`config.mk`:
```
export PLATFORM = sky130hd
export DESIGN_NAME = bcd_result_converter
export DESIGN_NICKNAME = d
export VERILOG_FILES = /design/src/rtl/calc_pkg.sv /design/src/rtl/bcd_digit_adj.sv /design/src/rtl/bcd_result_converter.sv
export SDC_FILE = /design/constraint.sdc
export NUM_CORES = 1
export LEC_CHECK = 0
export CORE_ASPECT_RATIO = 0.75
export CORE_MARGIN = 10
export CORE_UTILIZATION = 40
export CTS_CLUSTER_SIZE = 14
export DETAILED_ROUTE_END_ITERATION = 7
export GPL_TIMING_DRIVEN = 0
export PLACE_DENSITY = 0.65
export RECOVER_POWER = 100
export SYNTH_ARGS = -nofsm -noshare
export SYNTH_HDL_FRONTEND = slang
export SYNTH_SLANG_ARGS = --single-unit
```
`constraint.sdc`:
```
create_clock -name clk -period 4.6 [get_ports clk]
set_input_delay 0.92 -clock clk [delete_from_list [all_inputs] [get_ports clk]]
set_output_delay 0.92 -clock clk [all_outputs]
set_load 0.02 [all_outputs]
```
`src/rtl/calc_pkg.sv`:
```
// Shared definitions for the result path between the operations stage and
// the seven-segment display: FSM state type, result sizing and display codes.
package calc_pkg;

  typedef enum logic [1:0] {
    IDLE  = 2'd0,
    SHIFT = 2'd1,
    LOAD  = 2'd2
  } state_t;

  localparam int RES_WIDTH   = 14;
  localparam int NUM_DIGITS  = 4;
  localparam int MAX_DISPLAY = 9999;

  // Code the display stage renders as a minus sign.
  localparam logic [3:0] BCD_MINUS = 4'hA;

  // 10^n, used to size the largest value the digits can show.
  function automatic longint unsigned pow10(input int n);
    longint unsigned p;
    p = 1;
    for (int i = 0; i < n; i++) begin
      p = p * 10;
    end
    return p;
  endfunction

endpackage

```
`src/rtl/bcd_digit_adj.sv`:
```
// One double-dabble correction cell: a nibble of 5 or more gets 3 added so
// the following left shift carries correctly into the next decimal digit.
module bcd_digit_adj (
  input  logic [3:0] din,
  output logic [3:0] dout
);

  // Add-3 correction; only 5..9 occur in a valid nibble, so no carry out.
  always_comb begin
    dout = din;
    if (din >= 4'd5) begin
      dout = din + 4'd3;
    end
  end

endmodule

```
`src/rtl/bcd_result_converter.sv`:
```
// Sequential binary-to-BCD converter (double dabble, one bit per clock).
// Display outputs are updated only in LOAD, so the digit decoders never see
// partial shift-register contents.
//
// Handshake: start is a request that is honoured only when the FSM is in
// IDLE; a start seen while busy=1 is dropped, never queued. done is a single
// cycle pulse, coincident with the new bcd/neg_out/overflow/lead_zero values,
// which then hold until the next done.
module bcd_result_converter
  import calc_pkg::*;
#(
  parameter int WIDTH  = RES_WIDTH,
  parameter int DIGITS = NUM_DIGITS,
  parameter int AUTO   = 1
) (
  input  logic                  clk,
  input  logic                  rst,
  input  logic                  start,
  input  logic [WIDTH-1:0]      bin,
  input  logic                  neg_in,
  output logic                  busy,
  output logic                  done,
  output logic [4*DIGITS-1:0]   bcd,
  output logic                  neg_out,
  output logic                  overflow,
  output logic [DIGITS-1:0]     lead_zero,
  output state_t                dbg_state
);

  localparam int SRW = DIGITS * 4 + WIDTH;
  localparam int CW  = $clog2(WIDTH + 1);
  localparam logic [63:0] MAX_VAL = 64'(pow10(DIGITS) - 1);
  localparam logic [DIGITS-1:0] LZ_RST = ~(DIGITS'(1));

  state_t               state_q;
  state_t               state_d;
  logic                 accept;
  logic [SRW-1:0]       sr_q;
  logic [SRW-1:0]       sr_adj;
  logic [SRW-1:0]       sr_shift;
  logic [4*DIGITS-1:0]  adj_digits;
  logic [4*DIGITS-1:0]  final_digits;
  logic [CW-1:0]        cnt_q;
  logic [WIDTH-1:0]     bin_q;
  logic                 neg_q;
  logic [WIDTH:0]       last_q;
  logic [DIGITS-1:0]    lz_calc;
  logic                 all_zero;
  logic                 ovf_calc;
  logic                 is_zero;

  assign dbg_state = state_q;

  // Per-digit add-3 cells on the BCD part of the shift register.
  for (genvar k = 0; k < DIGITS; k++) begin : g_adj
    bcd_digit_adj u_adj (
      .din  (sr_q[WIDTH + 4*k +: 4]),
      .dout (adj_digits[4*k +: 4])
    );
  end

  // Corrected register shifted left by one: the next SHIFT-state value.
  always_comb begin
    sr_adj   = {adj_digits, sr_q[WIDTH-1:0]};
    sr_shift = sr_adj << 1;
  end

  assign final_digits = sr_q[SRW-1 -: 4*DIGITS];
  assign ovf_calc     = 64'(bin_q) > MAX_VAL;
  assign is_zero      = (bin_q == '0);

  // Leading-zero flags: digit k is blank when it and every higher digit is 0.
  always_comb begin
    lz_calc  = '0;
    all_zero = 1'b1;
    for (int k = DIGITS - 1; k >= 1; k--) begin
      all_zero   = all_zero & (final_digits[4*k +: 4] == 4'd0);
      lz_calc[k] = all_zero;
    end
  end

  // Next-state logic; accept marks the edge that launches a conversion.
  always_comb begin
    state_d = state_q;
    accept  = 1'b0;
    case (state_q)
      IDLE: begin
        if (start || ((AUTO != 0) && ({bin, neg_in} != last_q))) begin
          accept  = 1'b1;
          state_d = SHIFT;
        end
      end
      SHIFT: begin
        if (cnt_q == CW'(1)) begin
          state_d = LOAD;
        end
      end
      LOAD: begin
        state_d = IDLE;
      end
      default: begin
        state_d = IDLE;
      end
    endcase
  end

  // State register.
  always_ff @(posedge clk or negedge rst) begin
    if (!rst) begin
      state_q <= IDLE;
    end else begin
      state_q <= state_d;
    end
  end

  // Datapath: latch on accept, shift in SHIFT, publish results in LOAD.
  always_ff @(posedge clk or negedge rst) begin
    if (!rst) begin
      sr_q      <= '0;
      cnt_q     <= '0;
      bin_q     <= '0;
      neg_q     <= 1'b0;
      last_q    <= '0;
      busy      <= 1'b0;
      done      <= 1'b0;
      bcd       <= '0;
      neg_out   <= 1'b0;
      overflow  <= 1'b0;
      lead_zero <= LZ_RST;
    end else begin
      done <= 1'b0;
      case (state_q)
        IDLE: begin
          if (accept) begin
            bin_q <= bin;
            neg_q <= neg_in;
            sr_q  <= {{(4*DIGITS){1'b0}}, bin};
            cnt_q <= CW'(WIDTH);
            busy  <= 1'b1;
          end
        end
        SHIFT: begin
          sr_q  <= sr_shift;
          cnt_q <= cnt_q - CW'(1);
        end
        LOAD: begin
          if (ovf_calc) begin
            bcd       <= {DIGITS{4'h9}};
            neg_out   <= neg_q;
            overflow  <= 1'b1;
            lead_zero <= '0;
          end else begin
            bcd       <= final_digits;
            neg_out   <= neg_q & ~is_zero;
            overflow  <= 1'b0;
            lead_zero <= lz_calc;
          end
          done   <= 1'b1;
          busy   <= 1'b0;
          last_q <= {bin_q, neg_q};
        end
        default: begin
        end
      endcase
    end
  end

endmodule

```
==> impl_metrics.toml <==
[status]
status = "finished with violations"
violations = "max-capacitance violations, max-slew violations"

[yosys]
synthMuxAreaShare_pct = 8.920
synth.distinct_cells = 37
ys_ff_latch = 89
synth_xor_area_share_pct = 4.177
synth_top_cell_by_area = "dfrtp_1"
syn-cell-area_sq_um = 4194
synth_compound_area_share_pct = 9.129
synth_edf_count = 0
netlist_instances = 405
synth_most_common_cell = "nand2_1"
seq_area_frac_synth_pct = 53.19
synth.area.top_cells = "dfrtp_1 (51%), nand2_1 (11%), mux2_2 (5.1%)"
synthSimpleGateAreaFrac_pct = 16.97
yosysWarnings = 0
yosys.area.top_type_share_pct = 51.31
synth_nets = 436
synth_top_family_by_area = "simple AND/OR/NAND/NOR gates"
yosys-top-cells-count = "nand2_1 (125), dfrtp_1 (86), a21oi_1 (21), mux2_2 (19), xor2_1 (16)"
async_flop_share_pct = 100.0
ys.flop_type = "dfrtp_1"
synth-adder-area-share_pct = 3.878
syn_avg_cell_area_sq_um = 10.36

[worst_setup_path]
r2r_slack_ns = 1.92
ff2ff_path_depth = 6
path_delay_family = "buffers and inverters"
cp_slowest_stage_delay_ns = 0.62
path_class = "in -> reg"
worstPathBufferInverterCount = 2
r2r-start = "last_q[14]"
endpoint_kind = "flip-flop"
cp.required_ns = 4.83
crit_slowest_cell = "dlygate4sd3_1"
crit_chain = "dlygate4sd3_1 > xor2_1 > nor4_1 > nand4_1 > nand2_1 > clkbuf_1 > mux2_2"
critPathMaxFanout = 10
cp-start-kind = "primary input"
r2r-end = "neg_q"
crit_arrival_ns = 3.77

[hold_path]
min_to = "busy"
hold_start = "busy"
hp-class = "reg -> reg"
hold_depth = 2

[layout]
fill_cells = 934
final_area_sq_um = 5027
diodes = 0
drive_gt1_share_pct = 9.052
fin_nets = 490
synthToLayoutAreaGrowth_pct = 19.87

[run]
maxCapViolCount = 1

[power]
power_density_nw_per_um2 = 659.8
power_uw = 3317
ir_worst_vdd_mv = 0.2376
power.leakage_uw = 0.002374

[placed_design]
hpwl_mm = 6.911
pre_cts_slack_ns = 1.188
postPlaceCellArea_sq_um = 4810
port_buffers = 42
gp_congestion = 0.7901

[timing]
maxClockFrequency_mhz = 282.6
rsz0062_at_grt = "no"
finalSetupViolations = 0
slew_violations = 67
setup_tns_ns = 0
relSlewSlack_pct = -8.619
worst_slew_pin_slew_ns = 1.629
final-hold-violation-count = 0
fin_skew_ns = 0.008956
min_period_over_period_pct = 76.93
worst_slack_ns = 1.061
hold_ws_ns = 0.4686
post-route-min-period_ns = 3.539

[route]
vias = 3036
routed_wl_mm = 9.733
drt_iter0_markers = 217
firstDrtPassIters = 4
avgRoutedWirePerCell_um = 16.22
antenna_left = 0
viasPerCell = 5.060
drc_errors = 0

[floorplanning]
row_count = 32
die-height_um = 108.7
initial_core_util_pct = 40.92
ios = 44
fp.dieArea_sq_um = 15020
die_w_um = 138.2
core_region_area_sq_um = 10250

[clock_network]
cts_setup_buffers = 0
cts_made_buffers = 9
cts_root_buffer = "clkbuf_16"
clk_latency_ns = 0.34
ctsResizeCount = 0
cts.sinks = 89
cts_tree = "built"
cts.clk_slew.worst_paths_ns = 0.07
htreeDepth = 3
cts_buffer_depth = 2
holdBufCountCts = 0

[grt]
grt_pass1_vias = 3122
grt_usage_pct = 13.37
grt_start_max_net_pins = 67
grt_pass1_wl_mm = 16.27
grt_antenna_before_repair = 0
overflow = 0
metal layers:
| layer | track usage, % | vias up | wire (um) |
|---|---|---|---|
| met5 | 0 | - | 0 |
| met4 | 5.030 | 0 | 116 |
| li1 | - | 1466 | - |
| met3 | 3.519 | 10 | 449 |
| met2 | 19.70 | 56 | 4123 |
| met1 | 18.51 | 1504 | 5044 |
state kept, by name, summed over array words and instances (netlist names), 2 cells and up:
register	count
sr_q	30
lead_zero	3
last_q	15
bcd	16
cnt_q	4
dbg_state	2
bin_q	14
report_power, final:
part | leakage, uW | internal, uW | switching, uW
combinational | 0.00113 | 568 | 619
clock | 0.000143 | 441 | 319
sequential | 0.00110 | 1110 | 262
stage by stage:
stage	instances	utilization, %
2_1_floorplan	405	-
3_3_place_gp	583	46.68
3_5_place_dp	584	46.92
4_1_cts	600	49.96
5_1_grt	600	49.05
6_report	600	49.05
cell families (layout without fill, tap and decap cells):
group | after synthesis | in the layout
AOI/OAI and AO/OA | 58 | 58
xor gates and xnor gates | 20 | 20
adders and majority gates | 13 | 13
buffers and inverters | 30 | 89
DFF | 89 | 89
muxes | 30 | 30
other | 1 | 1
and+or+nand+nor | 164 | 164
how the worst max path moves through the flow:
stage	startpoint	end	slack (ns)	cells past startpoint
6_report	bin[13]	neg_q	1.06	7
5_1_grt	bin[13]	bin_q[10]	0.84	7
4_1_cts	bin[13]	bin_q[10]	1.53	7
3_5_place_dp	bin[13]	bin_q[10]	1.19	7
3_3_place_gp	rst	bcd[4]	-0.66	1
2_1_floorplan	bin[10]	sr_q[10]	2.20	6
cells in the final DEF, fill, tap and decap left out, types with 2 or more instances in the layout:
| cell type | n |
|---|---|
| nor3b_1 | 7 |
| nand2b_1 | 6 |
| nor4_1 | 8 |
| mux2_1 | 9 |
| nor2b_1 | 2 |
| a21oi_1 | 21 |
| clkbuf_16 | 9 |
| clkbuf_1 | 18 |
| xor2_1 | 16 |
| clkinvlp_4 | 3 |
| ha_1 | 13 |
| inv_1 | 11 |
| nand3_1 | 6 |
| dlygate4sd3_1 | 26 |
| o211ai_1 | 4 |
| o2bb2ai_1 | 7 |
| o21ai_0 | 13 |
| a22o_1 | 9 |
| mux2_2 | 19 |
| dfstp_2 | 3 |
| xnor2_1 | 4 |
| nor2_1 | 4 |
| nand2_1 | 126 |
| clkdlybuf4s50_1 | 15 |
| dfrtp_1 | 86 |
layout make-up:
| class | instances | area [sq um] | area share, % |
|---|---|---|---|
| plain buffers | 19 | 91.34 | 1.817 |
| clock buffers | 10 | 239.0 | 4.754 |
| clock inverters | 6 | 72.57 | 1.444 |
| inverters | 11 | 41.29 | 0.8213 |
| multi-input cells | 286 | 1763 | 35.07 |
| flip-flops and latches | 89 | 2231 | 44.38 |
| well taps | 136 | 170.2 | 3.385 |
| repair buffers | 43 | 419.2 | 8.337 |
worst reg2reg max path: stages, from the launching register on:
cell      delay [ns]
dfrtp_1         0.39
xor2_1          0.15
nor4_1          0.37
nand4_1         0.30
nand2_1         0.41
clkbuf_1        0.55
mux2_2          0.41
Power figures use the tool's default switching activity.
